===== config.mk =====
export PLATFORM = sky130hd
export DESIGN_NAME = invers_shift_row_byte_sub
export DESIGN_NICKNAME = d
export VERILOG_FILES = /design/src/rtl/invers_shift_row_byte_sub.sv
export SDC_FILE = /design/constraint.sdc
export NUM_CORES = 1
export LEC_CHECK = 0
export CAP_MARGIN = 20
export CORE_MARGIN = 5
export CORE_UTILIZATION = 35
export CTS_BUF_LIST = sky130_fd_sc_hd__clkbuf_16
export DETAILED_ROUTE_END_ITERATION = 10
export GPL_ROUTABILITY_DRIVEN = 0
export PLACE_DENSITY_LB_ADDON = 0.08
export SLEW_MARGIN = 25
export SYNTH_ARGS = -nofsm -noshare
export SYNTH_HDL_FRONTEND = slang
export SYNTH_SLANG_ARGS = --single-unit

===== constraint.sdc =====
create_clock -name ap_clk -period 3.81 [get_ports ap_clk]
set_clock_uncertainty 0.2 [all_clocks]
set_input_delay 0.9525 -clock ap_clk [delete_from_list [all_inputs] [get_ports ap_clk]]
set_output_delay 0.9525 -clock ap_clk [all_outputs]
set_load 0.005 [all_outputs]

===== src/rtl/invers_shift_row_byte_sub.sv =====
// AES inverse ShiftRows + inverse SubBytes applied in place to a 16-word state
// memory: read all 16 bytes into a local buffer, then look each one up and write it back.
module invers_shift_row_byte_sub (
    input  logic        ap_clk,
    input  logic        ap_rst,
    input  logic        ap_start,
    output logic        ap_done,
    output logic        ap_idle,
    output logic        ap_ready,
    output logic [4:0]  statemt_address0,
    output logic        statemt_ce0,
    output logic        statemt_we0,
    output logic [31:0] statemt_d0,
    input  logic [31:0] statemt_q0,
    output logic [4:0]  statemt_address1,
    output logic        statemt_ce1,
    output logic        statemt_we1,
    output logic [31:0] statemt_d1,
    input  logic [31:0] statemt_q1,
    output logic [7:0]  inv_sbox_address0,
    output logic        inv_sbox_ce0,
    input  logic [7:0]  inv_sbox_q0
);

    localparam int unsigned ADDR_W   = 5;
    localparam int unsigned DATA_W   = 32;
    localparam int unsigned BYTE_W   = 8;
    localparam int unsigned NWORDS   = 16;
    localparam int unsigned K_W      = 4;
    localparam int unsigned M_W      = 5;
    localparam int unsigned RD_LAST  = 8;
    localparam int unsigned SUB_LAST = 16;

    typedef enum logic [3:0] {
        S_IDLE = 4'b0001,
        S_READ = 4'b0010,
        S_SUB  = 4'b0100,
        S_DONE = 4'b1000
    } state_t;

    state_t                          state_q, state_d;
    logic [K_W-1:0]                  k_q, k_d;
    logic [M_W-1:0]                  m_q, m_d;
    logic [NWORDS-1:0][BYTE_W-1:0]   buf_q, buf_d;
    logic [2:0]                      km1;

    logic [ADDR_W-1:0] addr0_q, addr0_d;
    logic [ADDR_W-1:0] addr1_q, addr1_d;
    logic              ce0_q, ce0_d;
    logic              ce1_q, ce1_d;
    logic              we0_q, we0_d;
    logic [BYTE_W-1:0] sbox_addr_q, sbox_addr_d;
    logic              sbox_ce_q, sbox_ce_d;
    logic              done_q, done_d;
    logic              ready_q, ready_d;

    logic              unused_q_hi;

    // Output byte r+4c takes its source from column (c - r) mod 4 of the same row.
    function automatic logic [3:0] src_idx(input logic [3:0] m);
        logic [1:0] r;
        logic [1:0] c;
        r = m[1:0];
        c = m[3:2];
        return {2'(c - r), r};
    endfunction

    assign km1 = 3'(k_q - K_W'(1));

    // Next state, counters and buffer capture.
    always_comb begin
        state_d = state_q;
        k_d     = k_q;
        m_d     = m_q;
        buf_d   = buf_q;
        case (state_q)
            S_IDLE: begin
                if (ap_start) begin
                    state_d = S_READ;
                    k_d     = '0;
                    m_d     = '0;
                end
            end
            S_READ: begin
                if (k_q != '0) begin
                    buf_d[{km1, 1'b0}] = statemt_q0[BYTE_W-1:0];
                    buf_d[{km1, 1'b1}] = statemt_q1[BYTE_W-1:0];
                end
                if (k_q == K_W'(RD_LAST)) begin
                    state_d = S_SUB;
                    m_d     = '0;
                end else begin
                    k_d = k_q + K_W'(1);
                end
            end
            S_SUB: begin
                if (m_q == M_W'(SUB_LAST)) begin
                    state_d = S_DONE;
                end else begin
                    m_d = m_q + M_W'(1);
                end
            end
            S_DONE: begin
                state_d = S_IDLE;
            end
            default: begin
                state_d = S_IDLE;
            end
        endcase
        if (ap_rst) begin
            state_d = S_IDLE;
            k_d     = '0;
            m_d     = '0;
        end
    end

    // Memory/ROM controls for the coming cycle, decoded from the next state.
    // buf_q suffices for the lookup: the final capture (entries 14/15) never feeds slot m=0.
    always_comb begin
        addr0_d     = '0;
        addr1_d     = '0;
        ce0_d       = 1'b0;
        ce1_d       = 1'b0;
        we0_d       = 1'b0;
        sbox_addr_d = '0;
        sbox_ce_d   = 1'b0;
        done_d      = 1'b0;
        ready_d     = 1'b0;
        case (state_d)
            S_READ: begin
                if (k_d < K_W'(RD_LAST)) begin
                    ce0_d   = 1'b1;
                    ce1_d   = 1'b1;
                    addr0_d = ADDR_W'({k_d[2:0], 1'b0});
                    addr1_d = ADDR_W'({k_d[2:0], 1'b1});
                end
            end
            S_SUB: begin
                if (m_d < M_W'(SUB_LAST)) begin
                    sbox_ce_d   = 1'b1;
                    sbox_addr_d = buf_q[src_idx(m_d[3:0])];
                end
                if (m_d != '0) begin
                    ce0_d   = 1'b1;
                    we0_d   = 1'b1;
                    addr0_d = ADDR_W'(m_d - M_W'(1));
                end
            end
            S_DONE: begin
                done_d  = 1'b1;
                ready_d = 1'b1;
            end
            default: begin
            end
        endcase
    end

    always_ff @(posedge ap_clk) begin
        if (ap_rst) begin
            state_q     <= S_IDLE;
            k_q         <= '0;
            m_q         <= '0;
            addr0_q     <= '0;
            addr1_q     <= '0;
            ce0_q       <= 1'b0;
            ce1_q       <= 1'b0;
            we0_q       <= 1'b0;
            sbox_addr_q <= '0;
            sbox_ce_q   <= 1'b0;
            done_q      <= 1'b0;
            ready_q     <= 1'b0;
        end else begin
            state_q     <= state_d;
            k_q         <= k_d;
            m_q         <= m_d;
            addr0_q     <= addr0_d;
            addr1_q     <= addr1_d;
            ce0_q       <= ce0_d;
            ce1_q       <= ce1_d;
            we0_q       <= we0_d;
            sbox_addr_q <= sbox_addr_d;
            sbox_ce_q   <= sbox_ce_d;
            done_q      <= done_d;
            ready_q     <= ready_d;
        end
    end

    // Byte buffer carries no reset; it is always filled before being read.
    always_ff @(posedge ap_clk) begin
        buf_q <= buf_d;
    end

    // Enables are masked by reset so an aborting run cannot land one more write.
    assign statemt_address0  = addr0_q;
    assign statemt_address1  = addr1_q;
    assign statemt_ce0       = ce0_q & ~ap_rst;
    assign statemt_ce1       = ce1_q & ~ap_rst;
    assign statemt_we0       = we0_q & ~ap_rst;
    assign statemt_we1       = 1'b0;
    assign statemt_d0        = DATA_W'(inv_sbox_q0);
    assign statemt_d1        = '0;
    assign inv_sbox_address0 = sbox_addr_q;
    assign inv_sbox_ce0      = sbox_ce_q & ~ap_rst;
    assign ap_done           = done_q;
    assign ap_ready          = ready_q;
    assign ap_idle           = (state_q == S_IDLE) && !ap_start;

    assign unused_q_hi = ^{statemt_q0[DATA_W-1:BYTE_W], statemt_q1[DATA_W-1:BYTE_W]};

endmodule


Word-level counts from Yosys, hierarchy flattened:

Index checks and enable logic that the tools add are counted.

* flip-flop bits (word level): 164
* word-level logic and storage cells: 99
* output and inout port bits: 90

* equality and inequality tests: 8
* add/subtract/negate cells: 5
* magnitude comparators: 7
* muxes and demuxes: 31
* bitwise logic cells: 9
* reductions and logical operators: 11

Operators by type and width (count)
* $bwmux W128: 2
* $demux W8 S3: 2
* $bmux W8 S4: 1
* $mux W4: 8
* $mux W5: 5
* $mux W8: 3
* $lt A4 B5 Y1 const B: 3
* $pmux W5 S3: 1
* $pmux W4 S3: 1
* $pmux W5 S2: 1
* $eq A4 B2 Y1 const B: 2
* $eq A4 B3 Y1 const B: 2
* $eq A4 B4 Y1 const B: 2
* $ge A4 B1 Y1 const B: 2
* $pmux W4 S2: 1
* $reduce_or A3 Y1: 2
* $add A5 B1 Y5 const B: 1
* $eq A5 B5 Y1 const B: 1
* $lt A5 B5 Y1 const B: 1
* $mux W1: 5
* $not A1 Y1: 5
* $reduce_bool A5 Y1: 1
* $sub A5 B1 Y5 const B: 1
* $add A4 B1 Y4 const B: 1
* other kinds (11): 17

Longest topological paths before layout:

* depth in word-level cells: 7
* mapped depth: 16

Least setup slack after synthesis:

Ideal clock, no wire load.

* path type: in2reg
* start point: input ap_rst
* end point: register sbox_addr_q[4] (netlist: inv_sbox_address0[4])
* required time: 3.550 ns
* arrival: 3.352 ns
* stages: 13
* buffers on the path: 3
* path slack: 0.198 ns
* setup time: 0.060 ns
* cells stage by stage: nor2_1 -> a22oi_1 -> o22ai_2 -> or2_1 -> buf_6 -> buf_2 -> ha_1 -> inv_1 -> nand2_1 -> clkbuf_1 -> a211oi_1 -> a2111oi_0 -> a22o_1

* word-level cells in the longest chain between the ends: 4
* elaborated cells between the ends (all ways): 10

RTL lines
* start: declaration: line 5 `input logic ap_rst,`
* $mux W5 (*): line 110 `if (ap_rst) begin`
* net m_d[0]: line 43 `logic [M_W-1:0] m_q, m_d;`
* $sub A2 B2 Y2 / $lt A5 B5 Y1 (equally long branches): line 65, 139
* $bmux W8 S4 / $not A1 Y1 (equally long branches)
* $mux W8 (implied by the code) / $reduce_or A3 Y1 (equally long branches)
* end signal: assignment: line 181 `sbox_addr_q <= sbox_addr_d;`
* end: declaration: line 52 `logic [BYTE_W-1:0] sbox_addr_q, sbox_addr_d;`

The timed path passes the listed nets; every way through them passes the cells marked *. The select of a mux whose other input is x is not followed.
A chain may end at the register's enable or synchronous reset.

Worst setup path after layout:

* start point: input ap_start
* end point: register sbox_addr_q[4] (netlist: inv_sbox_address0[4])

* word-level cells in the longest chain between the ends: 6
* elaborated cells between the ends (all ways): 14

RTL lines
* start: declaration: line 6 `input logic ap_start,`
* $mux W5 / $mux W4 (equally long branches): line 78 `if (ap_start) begin`
* $pmux W5 S3 / $pmux W4 S3 (equally long branches): line 76 `case (state_q)`
* $mux W5 / $mux W4 (equally long branches): line 110
* $sub A2 B2 Y2 (tied with other cells): line 65 `return {2'(c - r), r};`
* $bmux W8 S4 / $not A1 Y1 (equally long branches)
* $mux W8 (implied by the code) / $reduce_or A3 Y1 (equally long branches)

Several ways; a longest one is shown, not always the timed one. The select of a mux whose other input is x is not followed.

==> parameters.txt <==
Parameter                              Value

Placement
  Port bufs ... 42
  Cell area after placement ... 0.00848 sq mm
  Post-detail-place hpwl ... 12,600 um

Die
  Count of pins on the block boundary ... 165
  Vert. Die Dim ... 157 um
  Core Footprint ... 0.0212 sq mm
  Overall die width ... 157 um
  Starting density of the core ... 35.8%
  Total die area ... 0.0247 sq mm
  Cell Rows ... 53

CTS
  Cts bufs inserted ... 17
  Number of setup buffers added after CTS ... 0
  Root buffer cell ... clkbuf_16
  Clk buf depth ... 2
  Number of levels in the clock H-tree ... 4
  CTS sink cnt ... 162
  Clk_lat worst skew ... 0.42 ns
  Number of gates given a new drive strength after cts ... 1
  Number of hold buffers added after cts ... 0
  Clock slew at the register clock pins of the worst setup and hold paths ... 0.06 ns
  CTS tree ... done

Worst setup path
  Startpoint kind of the worst setup timing path ... input port
  CP Launch Point ... ap_start
  FF-to-FF End ... inv_sbox_address0[4]$_SDFF_PP0_
  Arrival time worst endpoint ... 3.83 ns
  CP required ... 3.97 ns
  Crit path top cell by count ... buf_4
  Critical path cell sequence ... clkdlybuf4s50_1 -> nand3b_1 -> o311ai_4 -> buf_4 -> o211ai_1 -> a31oi_1 -> ha_1 -> inv_1 -> nor2_1 -> buf_4 -> a2111oi_1 -> buf_4 -> a22o_1
  Endpoint type of the worst setup path ... register
  Critical-path maximum fanout ... 8
  CP max stage cell ... clkdlybuf4s50_1
  Worst-case register-to-register setup slack ... 0.30 ns
  Crit Path Category ... input port to register
  Startpoint of the most critical register-to-register path ... state_q[1]$_SDFF_PP0_
  FF-to-FF path depth ... 12
  Largest stage delay on the critical path ... 0.48 ns

Cells and area
  Count of fill cells added during filler insertion ... 2,003
  Total number of nets in the final design ... 762
  Final instance area ... 0.00904 sq mm
  Layout area overhead ... 19.4%
  Number of antenna cells inserted ... 0
  Share of layout cells above drive strength 1 ... 15.7%

Synth
  Cell area after synthesis ... 0.00757 sq mm
  Synth unique cells ... 52
  Warnings from Yosys ... 0
  Async set-reset flop share out of synthesis ... 0%
  Share of the yosys chip area belonging to registers ... 59.7%
  Dominant synthesized flop cell ... edfxtp_1
  Synthesized instance count ... 601
  EDFF count, synth ... 128
  Post-Syn Area per Cell ... 12.6 sq um
  Register bit total from synthesis ... 162

STA
  Fin crit period ... 3.67 ns
  Final setup violation count ... 0
  Peak clock frequency supported by timing ... 0.272 GHz
  RSZ-0062 raised after global routing ... true
  Hold Fails Final Rpt ... 0
  Worst Tran Pin Value ... 1.07 ns
  Worst-case hold slack ... 0.371 ns
  Worst slew slack as a fraction of its limit ... 28.3%
  Final sum of negative setup slack ... 0 ns
  Final Max Slew Viols ... 0
  Fraction of the cycle the final worst path needs ... 96.4%

Global route
  Maximum number of pins on one net before global-route repair ... 50
  First-pass GRT wire length ... 29,400 um
  Met3 usage ... 3.13%
  Antenna violations before repair ... 1
  Grt peak-use layer ... met2
  Met2 routing resource usage after global routing ... 26.9%
  GRT met1 Usage ... 21.6%
  Vias in the first global route ... 4,803
  Total routing resource utilization after global routing ... 16.1%
  Total overflow reported by the global router ... 0

Routing
  Detailed Route WL ... 19,400 um
  Count of unresolved DRC violations after routing ... 0
  Number of DRC markers after the initial detailed-route iteration ... 286
  Residual antenna-violating net count after detailed routing ... 0
  Number of search-and-repair iterations in the first detailed-routing pass ... 4
  Number of vias per cell ... 5.00
  Via count of the routed design ... 4,840
  Wire length per cell after detailed routing ... 20.0 um

Min path
  Number of cells on the worst hold path ... 2
  Class of the tightest hold or removal check ... register to register
  Worst min-delay path startpoint ... k_q[3]$_SDFF_PP0_
  Worst-case hold path end point ... k_q[3]$_SDFF_PP0_

Flow run
  Max-cap violations ... 0

Power and ir drop
  Power per cell area ... 409 mW/mm^2
  Total design power ... 3700 uW
  VDD IR-drop max ... 293 uV
  Leakage power total ... 0.00320 uW

Outcome
  Run status ... completed
synthesized netlist by cell type, drive strengths merged (6+ instances only):
master	n	area share, %
clkbuf	13	0.64
buf	85	8.2
a22o	8	0.93
edfxtp	128	51
ha	6	0.99
inv	15	0.84
nor2b	7	0.58
a2111oi	16	1.9
dfxtp	34	9.0
mux2i	16	2.1
nand3	7	0.46
a211oi	48	4.8
and2	68	5.6
nor3	16	1.1
nor2	18	0.93
nand2	15	0.74
nor3b	49	4.9
cell type report:
cell class / count / area [sq um] / share of cell area (%)
sequential: 162 / 4520 / 50.0
multi-input combinational: 383 / 2590 / 28.6
timing repair buffer: 102 / 971 / 10.7
clock buffer: 17 / 425 / 4.71
tap: 275 / 344 / 3.81
clock inverter: 14 / 124 / 1.37
inverter: 15 / 63.8 / 0.706
worst max path at each step:
stage | to
final | inv_sbox_address0[4]$_SDFF_PP0_
after global routing | inv_sbox_address0[7]$_SDFF_PP0_
after CTS | inv_sbox_address0[4]$_SDFF_PP0_
after detailed placement | inv_sbox_address0[7]$_SDFF_PP0_
after global placement | inv_sbox_address0[4]$_SDFF_PP0_
after floorplan | inv_sbox_address0[4]$_SDFF_PP0_
through the flow:
stage	worst slack [ns]	cells	utilization, %
CTS	0.0204	968	42.7
global placement	-0.434	937	40.1
global route	-0.0239	968	42.7
detailed placement	-0.482	937	40.1
finish	0.137	968	42.7
floorplan	0.198	658	-
worst max-delay path, delay by kind of cell:
kind            cells  cell delay [ns]
buf+inv             5             1.13
fa+ha+maj           1             0.28
simple gates        2             0.21
compound gates      5             1.25
where the power goes:
part           internal (uW)  switching [uW]  total [uW]
Clock                    945             675        1620
Sequential              1900            9.60        1910
Combinational           67.2            94.8         162
Total                   2920             779        3700
state kept, by name (all words and copies together), names as in the netlist, 3 cells and up:
register / count
state_q: 4
m_q: 5
k_q: 4
statemt_address0: 5
buf_q: 128
statemt_address1: 3
inv_sbox_address0: 8
per-layer routing:
layer | up-vias | wire [um]
li1 | 2270 | -
met1 | 2417 | 8480
met2 | 134 | 9460
met3 | 19 | 1190
met4 | 0 | 233
met5 | - | 0
cell families (layout without fill, tap and decap cells):
kind of cell / count (synthesis) / after routing / synth area share [%]
AO/OA/AOI/OAI: 97 / 97 / 10.2
XOR/XNOR: 7 / 7 / 0.810
adder cells (fa/ha/maj): 6 / 6 / 0.991
buffers and inverters: 113 / 148 / 9.73
flip-flops: 162 / 162 / 59.7
multiplexers: 16 / 16 / 2.11
other: 1 / 58 / 0.0495
AND/OR/NAND/NOR: 199 / 199 / 16.3
cell usage in the layout, fill, tap and decap left out, types with 4 or more instances in the layout:
cell type        Yosys  layout
clkinv_2             0       4
buf_4               69      52
and2_1              68      68
nor2_1              17      17
nor2b_1              7       7
edfxtp_1           128     128
nor3_1              16      10
conb_1               1      58
buf_12               1       8
a2111oi_0           16      12
dfxtp_1             34      34
nor3_2               0       6
a2111oi_1            0       4
mux2i_1             16      16
nand3_1              7       7
a211oi_1            48      47
clkbuf_16            0      17
clkdlybuf4s50_1      0      42
xor2_1               4       4
ha_1                 6       6
nand2_1             15      15
inv_1               13      15
nand2b_1             4       4
nor3b_1             49      49
or2_2                3       4
a22o_1               8       8
(Power assumes the default switching activity.)
